`src/rtl/uart_cmd_queue.sv`:
```
// UART byte capture with rising-edge arrival detection, optional command filter,
// a show-ahead FIFO with sticky overflow, and a one-hot LED decode of the last byte.
module uart_cmd_queue #(
  parameter int DATA_W = 8,
  parameter int DEPTH  = 8,
  parameter int FILTER = 1
) (
  input  logic                   clk,
  input  logic                   rst,
  input  logic [DATA_W-1:0]      rx_data,
  input  logic                   rx_valid,
  input  logic                   rd_en,
  input  logic                   clr_ovf,
  output logic [31:0]            rd_data,
  output logic                   empty,
  output logic                   full,
  output logic [$clog2(DEPTH):0] count,
  output logic                   overflow,
  output logic [3:0]             leds
);

  localparam int PW = $clog2(DEPTH);
  localparam int CW = PW + 1;

  logic [DATA_W-1:0] mem [DEPTH];
  logic [PW-1:0]     wr_ptr;
  logic [PW-1:0]     rd_ptr;
  logic              prev_valid;
  logic [31:0]       rx_ext;
  logic [3:0]        led_code;
  logic              arrival;
  logic              accept;
  logic              push;
  logic              pop;
  logic              ovf_set;

  // NOTE: every always_comb output gets a default first so no path can infer a latch.
  always_comb begin
    rx_ext = '0;
    rx_ext[DATA_W-1:0] = rx_data;
    case (rx_ext)
      32'h55:  led_code = 4'b0001;
      32'h44:  led_code = 4'b0010;
      32'h4C:  led_code = 4'b0100;
      32'h52:  led_code = 4'b1000;
      default: led_code = 4'b0000;
    endcase
  end

  // A non-zero decode doubles as "is a command byte".
  assign arrival = rx_valid && !prev_valid;
  assign accept  = arrival && ((FILTER == 0) || (led_code != 4'b0000));
  assign pop     = rd_en && !empty;
  assign push    = accept && (!full || pop);
  assign ovf_set = accept && full && !pop;

  assign empty = (count == '0);
  assign full  = (count == CW'(DEPTH));

  always_comb begin
    rd_data = '0;
    if (!empty) rd_data[DATA_W-1:0] = mem[rd_ptr];
  end

  // NOTE: sequential state uses non-blocking assignments so every register samples pre-edge values.
  always_ff @(posedge clk or posedge rst) begin
    if (rst) begin
      wr_ptr     <= '0;
      rd_ptr     <= '0;
      count      <= '0;
      prev_valid <= 1'b0;
      overflow   <= 1'b0;
      leds       <= 4'b0000;
    end else begin
      prev_valid <= rx_valid;
      if (arrival) leds <= led_code;
      if (push) wr_ptr <= wr_ptr + PW'(1);
      if (pop) rd_ptr <= rd_ptr + PW'(1);
      case ({push, pop})
        2'b10:   count <= count + CW'(1);
        2'b01:   count <= count - CW'(1);
        default: count <= count;
      endcase
      // A fresh overflow wins over a simultaneous clear.
      if (ovf_set) overflow <= 1'b1;
      else if (clr_ovf) overflow <= 1'b0;
    end
  end

  // NOTE: the storage array is deliberately not reset; count gates every read, so stale data is never visible.
  always_ff @(posedge clk) begin
    if (push) mem[wr_ptr] <= rx_data;
  end

endmodule
```
`config.mk`:
```
export PLATFORM = sky130hd
export DESIGN_NAME = uart_cmd_queue
export DESIGN_NICKNAME = d
export VERILOG_FILES = /design/src/rtl/uart_cmd_queue.sv
export SDC_FILE = /design/constraint.sdc
export NUM_CORES = 1
export LEC_CHECK = 0
export BUFFER_PORTS_ARGS = -buffer_cell sky130_fd_sc_hd__buf_4
export CAP_MARGIN = 30
export CELL_PAD_IN_SITES_DETAIL_PLACEMENT = 0
export CELL_PAD_IN_SITES_GLOBAL_PLACEMENT = 1
export CORE_ASPECT_RATIO = 0.8
export CORE_MARGIN = 10
export CORE_UTILIZATION = 47
export DETAILED_ROUTE_END_ITERATION = 7
export GPL_TIMING_DRIVEN = 0
export MAX_ROUTING_LAYER = met4
export PLACE_DENSITY = 0.89
export RECOVER_POWER = 25
export SLEW_MARGIN = 20
export SYNTH_ARGS = -nofsm -noshare
export SYNTH_HDL_FRONTEND = slang
export SYNTH_SLANG_ARGS = --single-unit
```
`constraint.sdc`:
```
create_clock -name clk -period 3.05 [get_ports clk]
set_input_delay 0.4575 -clock clk [delete_from_list [all_inputs] [get_ports clk]]
set_output_delay 0.4575 -clock clk [all_outputs]
set_load 0.005 [all_outputs]
```
Word level (Yosys, flattened, before mapping)
Memory sizes are Yosys's and may differ from the RTL's. Index checks and enable logic that the tools add are counted.

Bits in registers: 16. Bits in latches: 0. Bits in writable memories: 64. ROM bits: 0. Logic and storage cells: 40. Memories kept: 1.

Add/sub/neg operators: 4. $mul: 0. Divide/modulo/power cells: 0. $lt $le $gt $ge: 0. Eq/ne operators: 7. Shift operators: 0. Mux-type cells: 7. Bitwise logic cells: 0. Reductions and logical operators: 15.

Memories: mem (words 8, width 8, rd ports 1, clocked after memory_dff 0, write ports 1, RTL line 25) `logic [DATA_W-1:0] mem [DEPTH];`.

Operator list (number): 8-bit by 7-bit == test with 1-bit output, second input constant (4); 4-bit one-hot mux with 4 select lines (1); 8-bit two-way mux (1); 4-bit one-hot mux with 2 select lines (1); 3-bit by 1-bit adder with 3-bit output, second input constant (2); 1-bit logical AND (6); 4-bit by 1-bit adder with 4-bit output, second input constant (1); 4-bit == test, second input constant (1); 1-bit logical NOT (4); 4-bit logical NOT (1); 1-bit two-way mux (4); 2-bit nonzero test (2); 4-bit nonzero test (1); 4-bit by 1-bit subtractor with 4-bit output, second input constant (1); 2-bit by 1-bit == test with 1-bit output, second input constant (1); 2-bit == test, second input constant (1); 1-bit logical OR (1).

Depth between registers and ports, before layout
Gate-level depths: netlist (run 1).

Depth after elaboration: 7. Depth in mapped cells: 11. Gate-level depth less buffers: 11.

Worst setup path after synthesis (run 1)
No wires, ideal clock.

Path kind: input port to flip-flop. From: input port rx_data[7]. To: register count[3]. Arrival: 2.393 ns. Data required time: 2.971 ns. Slack: 0.578 ns. Cell stages on the path: 11. Buffers on the path: 0. Cell sequence: nor3b_2 > nand2_1 > o31ai_4 > or2_2 > inv_1 > ha_1 > a21o_1 > a21oi_1 > or3_1 > mux2i_1 > xor2_1.

Word-level cells in the longest chain between the ends: 7. Elaborated cells between the ends (all ways): 12.

Ends and longest elaborated chain: from (decl) (RTL line 10) `input logic [DATA_W-1:0] rx_data,`; 8-bit by 7-bit == test with 1-bit output (RTL line 41) `case (rx_ext)`; 4-bit one-hot mux with 4 select lines (*) (RTL line 41); 4-bit nonzero test (*) (RTL line 52) `assign accept = arrival && ((FILTER == 0) || (led_code != 4'b0000));`; 1-bit logical AND (*) (RTL line 52); 1-bit logical AND (*) (RTL line 54) `assign push = accept && (!full || pop);`; 2-bit by 1-bit == test with 1-bit output / 2-bit == test (equally long branches) (RTL line 79) `case ({push, pop})`; 4-bit one-hot mux with 2 select lines / 2-bit nonzero test (equally long branches); to (signal assigned) (RTL line 80) `2'b10: count <= count + CW'(1);`; to (signal assigned) (RTL line 81) `2'b01: count <= count - CW'(1);`; to (signal assigned) (RTL line 82) `default: count <= count;`; to (decl) (RTL line 17) `output logic [$clog2(DEPTH):0] count,`.

Mark *: on every way between the ends. The rest lies on a longest branch, timed or not. A chain may end at the register's enable or synchronous reset.

Worst setup path in the final report (run 1)
From: register rd_ptr[0]. To: output port rd_data[1].

Word-level cells in the longest chain between the ends: 2.

Ends and longest elaborated chain: from (decl) (RTL line 27) `logic [PW-1:0] rd_ptr;`; from (signal assigned) (RTL line 78) `if (pop) rd_ptr <= rd_ptr + PW'(1);`; memory read 8 x 8 bit; 8-bit two-way mux (RTL line 62) `if (!empty) rd_data[DATA_W-1:0] = mem[rd_ptr];`; to (decl) (RTL line 14) `output logic [31:0] rd_data,`.

Every way passes these cells.

==> results of run 1 <==
## logic make-up after synthesis
kind of cell               Yosys count  share of synthesized area (%)
other                                1                          0.105
and+or+nand+nor                     51                           7.82
muxes                               28                           13.6
AOI/OAI and AO/OA                   11                           3.70
DFF                                 80                           64.8
xor gates and xnor gates             7                           1.71
adders and majority gates            5                           1.96
buffers and inverters               35                           6.29
## cell type report
cell class                 count  area (um2)
buffer                        30         208
clock buffer                   9         124
clock inverter                 7        62.6
fill                         599        3180
inverter                       5        18.8
multi-input combinational    126        1130
sequential                    80        2320
tap                          105         131
timing repair buffer          32         214
## placed cells by master, fill, tap and decap left out, types with 2 or more instances in the layout
| cell | n |
|---|---|
| sky130_fd_sc_hd__buf_2 | 3 |
| sky130_fd_sc_hd__buf_4 | 49 |
| sky130_fd_sc_hd__clkbuf_1 | 8 |
| sky130_fd_sc_hd__clkbuf_8 | 9 |
| sky130_fd_sc_hd__clkinv_1 | 3 |
| sky130_fd_sc_hd__conb_1 | 24 |
| sky130_fd_sc_hd__dfrtp_1 | 16 |
| sky130_fd_sc_hd__edfxtp_1 | 64 |
| sky130_fd_sc_hd__ha_1 | 4 |
| sky130_fd_sc_hd__inv_1 | 5 |
| sky130_fd_sc_hd__mux2i_1 | 10 |
| sky130_fd_sc_hd__mux4_2 | 16 |
| sky130_fd_sc_hd__nand2_1 | 15 |
| sky130_fd_sc_hd__nand2b_1 | 4 |
| sky130_fd_sc_hd__nor2_1 | 16 |
| sky130_fd_sc_hd__nor2b_1 | 2 |
| sky130_fd_sc_hd__nor3_2 | 2 |
| sky130_fd_sc_hd__o21ai_0 | 2 |
| sky130_fd_sc_hd__xnor2_1 | 5 |
| sky130_fd_sc_hd__xor2_1 | 2 |
## metal layers
metal,vias to the layer above,routed length [um]
li1,897,-
met2,46,3370
met5,-,0
met3,11,322
met1,936,2970
met4,0,109
## state kept, by name, summed over array words and instances, names as in the netlist
signal      cells
mem            64
count           4
leds            4
rd_ptr          3
wr_ptr          3
overflow        1
prev_valid      1
## power groups by stage
stage	Combinational, mW	Sequential, mW	Clock (mW)
after global placement	1.00	1.31	0
after floorplan	0.662	1.30	0
after CTS	1.02	1.29	0.755
final	0.984	1.29	0.737
after global routing	1.11	1.30	0.795
after detailed placement	1.02	1.31	0
## through the flow
stage,cells,TNS (ns)
global placement,377,-1.91
finish,394,0
global route,394,0
floorplan,241,0
detailed placement,377,0
CTS,393,0
## worst max path at each step
stage	startpoint	to	slack (ns)	depth (start not counted)
finish	rd_ptr[0]	rd_data[1]	0.26	6
global route	rx_data[6]	count[3]	0.07	12
CTS	rd_ptr[1]	rd_data[1]	0.08	6
detailed placement	rx_data[7]	count[3]	0.09	12
global placement	rx_data[2]	mem[0][7]	-0.13	6
floorplan	rx_data[7]	count[3]	0.58	11
## timing repair
item	4_1_cts	5_1_grt
resized for setup	0	2
setup endpoints to repair	0	3
buffers inserted	0	0
==> metrics list, run 1 <==
- Derived from the worst setup path, the maximum achievable clock frequency is 359 MHz.
- Area share of the largest cell type after synthesis: 53.7%
* Worst r2r src: count[0]
- Minimum clock period after layout: 2.79 ns
- The first global-routing pass estimated 10800 um of wire.
- Routability-driven placement finished with a final weighted congestion of 0.723.
- The later pin in the worst-skew pair is clocked with a latency of 0.34 ns.
* Worst ir drop on vdd: 0.000329 V
- Deepest level of the CTS H-tree: 3
- For this run, the post-layout net count is 302.
- Number of top-level design ports: 56
- Final Instance Area: 0.00421 mm2
- The synthesized netlist occupies a cell area of 0.00358 mm2.
- Input and output buffers added on the ports amount to 31.
* Category of cells accounting for the largest share of critical-path delay: buffers and inverters
- Global-route layer with the greatest usage: met2
* Reg-to-reg critical path endpoint: count[3]
* Clock power share: 24.5%
* Post-synthesis average cell area: 16.4 um2
- Setup repair after global routing missed its margin: false
* Post-layout utilization of the core: 57.0%
- MaxCap Viol Count: 0
- Startpoint class of the critical path: register
- Vertical die dimension: 98.1 um
- Summing over every cut layer, the via total after detailed routing is 1890.
- After layout, the design draws a total of 3.01 mW.
- Place WS: 0.0938 ns
* Number of enable flip-flop cells after synthesis: 64
- Gr usage total: 12.3%
* Worst Slack Setup Final: 0.265 ns
- Outcome: finished clean
- In this run, synthesis produced a sequential element count of 80.
- Once detailed placement completed, the half-perimeter wirelength came to 4700 um.
- Antenna violations before repair: 0
- Traced cell by cell, the critical path runs through buf_2 > buf_2 > mux4_2 > mux2i_1 > nor2_1 > buf_4.
* Total of hold buffers inserted after clock tree synthesis: 0
* Total clock sinks: 80
- Most common flop cell mapped by yosys: sky130_fd_sc_hd__edfxtp_1
- CTS max path bufs: 2
* Router iterations before antenna repair: 4
* Library cell with the largest summed area after synthesis: sky130_fd_sc_hd__edfxtp_1
- Met2 Track Usage GR: 20.2%
- In this run the standard cell core region covers 0.00739 mm2.
- Post-CTS clock slew at the launch and capture registers of the worst setup and hold paths: 0.07 ns
- Via-to-Cell Ratio: 4.80
* Worst path required time: 2.59 ns
- Final Hold Viols: 0
* Remaining DRCs: 0
* First DRT Iteration DRCs: 70
* Sw Share: 28.8%
- Element type at the critical path end: primary output
- During synthesis, Yosys emitted a total of 0 warnings.
- In this run the worst path has a maximum fanout of 10.
- In this run the register-to-register setup slack is 0.40 ns.
* TritonCTS clock tree: done
- For this configuration, the core starts out at a cell density of 48.5%.
* Clock tree root driver cell: sky130_fd_sc_hd__clkbuf_8
* Clock buffer count from CTS: 9
- The netlist uses 42 different library cells.
* Max-slew violation count: 0
* Total length of routed wires: 6780 um
* Floorplan die area: 0.0115 mm2
* Area growth from synthesis to final layout: 17.6%
- Number of global-route vias before repair: 2009
* Cell seen most often among critical-path stages: sky130_fd_sc_hd__buf_2
- Internal power comes to 2.14 mW.
* Width of the chip: 118 um
- In the post-synthesis netlist, the biggest area contributors are sky130_fd_sc_hd__edfxtp_1, sky130_fd_sc_hd__dfrtp_1, sky130_fd_sc_hd__mux4_2, sky130_fd_sc_hd__buf_4, sky130_fd_sc_hd__mux2i_1.
- For this design the static power due to leakage is 1.63 nW.
- The worst setup path is of the register to primary output kind.
- Met1 track utilization from global routing: 14.3%
- The post-route netlist has 33.6% of its cells at a drive strength greater than 1.
* Sequential Power Share: 42.8%
* Logic depth of the worst register-to-register path: 11
- Summing the sequential cell areas from Yosys gives 64.8% of the chip area.
- In this run the worst hold path is classified as input port to async pin.
- Total overflow reported by the global router: 0
- The detail route stage leaves a number of antenna-violating nets equal to 0.
- After layout, the worst path uses 91.3% of the clock period.
- Synthesis produced a netlist whose cell count is 218.
- Delay of the slowest critical-path stage: 0.56 ns
* Pin count of the biggest net entering global routing: 17
- Row Count: 28
* Number of diodes added for antenna fixing: 0
* Ys async rst share: 20.0%
* Routed length per placed instance: 17.2 um
* Sum of buffers and inverters on the critical path: 3
* Combinational share of power: 32.7%
- Worst max-slew margin expressed relative to the limit: 38.8%
- For met3 alone, demand over resource in global routing was 3.28%.
- The placed instances occupy a cell area of 0.00404 mm2.
- Final-report setup violation count: 0
- For the pin with the worst max-slew slack, the measured transition is 0.914 ns.
- Arrival @ worst endpoint: 2.33 ns
* Standard cell with the maximum stage delay on the critical path: sky130_fd_sc_hd__mux4_2
* Hold slack final: 0.203 ns
- Worst clock skew: 0.00766 ns
* Most frequent cell after synthesis: sky130_fd_sc_hd__edfxtp_1
* Power Dens Cells: 715 mW/mm2
- After synthesis, the most frequently instantiated cells are sky130_fd_sc_hd__edfxtp_1, sky130_fd_sc_hd__buf_4, sky130_fd_sc_hd__dfrtp_1, sky130_fd_sc_hd__mux4_2, sky130_fd_sc_hd__nor2_1.
- Summed over all nets, the switching power comes to 0.866 mW.
Note: power is estimated with default switching activity, not from simulation.
==> inputs of run 2 (changes only) <==
==> constraint.sdc (replaced) <==
create_clock -name clk -period 3.05 [get_ports clk]
set_input_delay 0.1525 -clock clk [delete_from_list [all_inputs] [get_ports clk]]
set_output_delay 0.1525 -clock clk [all_outputs]
set_load 0.02 [all_outputs]
==> metrics list, run 2 (same netlist as run 1, synthesis figures left out) <==
- Antenna violations before repair: 0
- The final layout contains routed wiring with a total length of 6770 um.
- Prior to clock tree synthesis, the placed netlist has a worst setup slack of 0.393 ns.
- Worst path required time: 3.32 ns
- The die is 98.1 um tall.
- Power comes to 3.18 mW.
- Worst ir drop on vdd: 0.000322 V
- Sw Share: 32.2%
- Worst max-slew margin expressed relative to the limit: 39.1%
- Type of the worst setup path: register to register
- Cell-internal power: 2.16 mW
- The worst setup path is captured at a register.
- The floorplan step defined a die boundary enclosing 0.0115 mm2.
- Dividing the detail-routed via count by the number of cells gives 4.77.
- Antenna viol nets, final: 0
* Leading cell type in the layout, fill and taps excluded: sky130_fd_sc_hd__edfxtp_1
* Minimum clock period after layout: 2.64 ns
* Reg-to-reg critical path endpoint: count[3]
* Total number of nets in the final design: 305
- Starting density of the core: 48.5%
- Register-to-register path setup slack: 0.41 ns
* Top flop regs: mem: 64 flops, count: 4 flops, leds: 4 flops
- Max-cap violations in this run came to 0.
* First DRT Iteration DRCs: 53
* Endpoint of the worst hold path: mem[1][4]
* Final Hold Viols: 0
- The via count of the first global-routing pass was 2016.
- Proportion of layout cells with a drive suffix above 1: 33.2%
- The die is 118 um wide.
- Total overflow reported by the global router: 0
- Clock tree root driver cell: sky130_fd_sc_hd__clkbuf_8
- Leakage component of the power: 1.65 nW
- The number of gates resized after CTS was 0.
- Setup repair after global routing missed its margin: false
* Clock latency on the worst-skew pair: 0.34 ns
- The number of antenna diodes in the final layout is 0.
- Dividing the final minimum period by the clock period gives 86.5%.
* Router iterations before antenna repair: 4
- The register with the most flip-flops in the layout has 64 of them.
- Wire length of the first global-routing pass: 10900 um
- Clock power share: 23.1%
- Fill cells in the final layout number 594.
- Detailed placement ended at an HPWL of 4700 um.
- Pin count of the biggest net entering global routing: 17
* Register bank with the most flops: mem
- The longest clock path from root to sink contains 2 buffers.
- The area growth from synthesis to layout is 18.5%.
* Max Clk Rate: 379 MHz
- Routed length per placed instance: 17.1 um
- Leaving out fill and tap cells, the most frequent cells in the layout are sky130_fd_sc_hd__edfxtp_1, sky130_fd_sc_hd__buf_4, sky130_fd_sc_hd__conb_1.
- The tightest min-delay check is of the input port to register type.
- Post-CTS clock slew at the launch and capture registers of the worst setup and hold paths: 0.08 ns
* Total core area: 0.00739 mm2
- The count of cells in the finished layout, fillers not included, comes to 397.
- The clock tree synthesis step divided the H-tree into 3 levels.
- Worst Slack Setup Final: 0.411 ns
* Count of input and output buffers: 31
- TritonCTS built the clock tree.
- Combinational cells account for 36.4% of the total power.
* Post-layout utilization of the core: 57.4%
- Launch point of the worst hold path: rx_data[4]
- The worst register-to-register path has a depth of 11.
- Adding up every negative setup slack in the final design gives 0 ns.
- The run finished with clean final reports.
- Multi-input gate area: 0.00113 mm2
- Sequential cells account for 40.5% of the total power.
* Gr usage total: 12.4%
- Remaining DRCs: 0
* Placed cell count: 377
* Largest driver fanout on the critical path: 10
- During I/O placement, the number of pins put on the boundary was 56.
- Total clock sinks: 80
* Hold Path Depth: 1
- Power Dens Cells: 749 mW/mm2
* Number of setup buffers added after CTS: 0
- Clock buffer count from CTS: 9
- Worst clock skew: 0.00693 ns
- Setup violations remaining at the end of the flow were counted as 0.
- Transition at the pin with the smallest max-transition slack: 0.910 ns
- Arrival @ worst endpoint: 2.91 ns
* Weighted congestion reported at the end of routability-driven placement: 0.723
- Across the whole layout, storage elements account for 0.00232 mm2.
- Startpoint class of the critical path: register
* Row Count: 28
* Reported net switching power: 1.02 mW
* Total via count after detailed routing: 1894
- In this run the critical register-to-register path is launched from count[0].
- The count of pins over their slew limit came to 0.
run 2: cell count changes in the layout (fill, tap and decap cells not counted):
cell,previous run,this run
sky130_fd_sc_hd__dlygate4sd3_1,0,3
sky130_fd_sc_hd__clkbuf_2,1,0
sky130_fd_sc_hd__buf_4,49,50
run 2: worst max-delay path by stage:
| stage | from | endpoint | slack [ns] |
|---|---|---|---|
| 2_1_floorplan | count[1] | count[3] | 0.52 |
| 3_3_place_gp | rx_data[2] | mem[0][7] | 0.17 |
| 6_report | count[0] | count[3] | 0.41 |
| 3_5_place_dp | count[0] | count[3] | 0.39 |
| 5_1_grt | count[0] | count[3] | 0.19 |
| 4_1_cts | rd_ptr[1] | rd_data[1] | 0.36 |
run 2: per-layer routing:
layer,vias up,GRT usage (%),wire length [um]
li1,902,-,-
met4,0,4.84,109
met2,53,20.2,3400
met1,929,14.4,2900
met3,10,3.28,357
met5,-,-,0
run 2: metrics by stage:
stage                     hold slack, ns  area (um2)
after floorplan                   0.0662        3670
after detailed placement           0.286        4040
after global placement             0.278        4030
final                              0.102        4240
after CTS                         0.0414        4260
after global routing               0.115        4240
run 2: area by class of cell:
| type | count | share of cell area, % |
|---|---|---|
| flip-flops and latches | 80 | 54.7 |
| multi-input cells | 126 | 26.7 |
| repair buffers | 35 | 5.84 |
| plain buffers | 30 | 4.86 |
| well taps | 105 | 3.10 |
| clock buffers | 9 | 2.92 |
| clock inverters | 7 | 1.47 |
| inverters | 5 | 0.442 |
run 2: worst max-delay path, stage by stage (launching register included):
cell                      delay [ns]
sky130_fd_sc_hd__dfrtp_1        0.43
sky130_fd_sc_hd__nor4_2         0.31
sky130_fd_sc_hd__buf_2          0.30
sky130_fd_sc_hd__or2b_2         0.22
sky130_fd_sc_hd__or2_2          0.15
sky130_fd_sc_hd__inv_1          0.06
sky130_fd_sc_hd__ha_1           0.27
sky130_fd_sc_hd__a21o_1         0.11
sky130_fd_sc_hd__a21oi_1        0.07
sky130_fd_sc_hd__or3_1          0.30
sky130_fd_sc_hd__mux2i_1        0.19
sky130_fd_sc_hd__xor2_1         0.16
run 2: power groups by stage:
stage | clock network (mW) | logic, mW | registers [mW]
after floorplan | 0 | 0.793 | 1.34
after global placement | 0 | 1.17 | 1.31
after detailed placement | 0 | 1.19 | 1.31
after CTS | 0.755 | 1.19 | 1.29
after global routing | 0.795 | 1.28 | 1.30
final | 0.735 | 1.16 | 1.29
run 2: repair_timing:
| action | in CTS | in global routing |
|---|---|---|
| hold buffers | 3 | 0 |
| endpoints found under the setup margin | 0 | 0 |
| hold endpoints to repair | 18 | 0 |
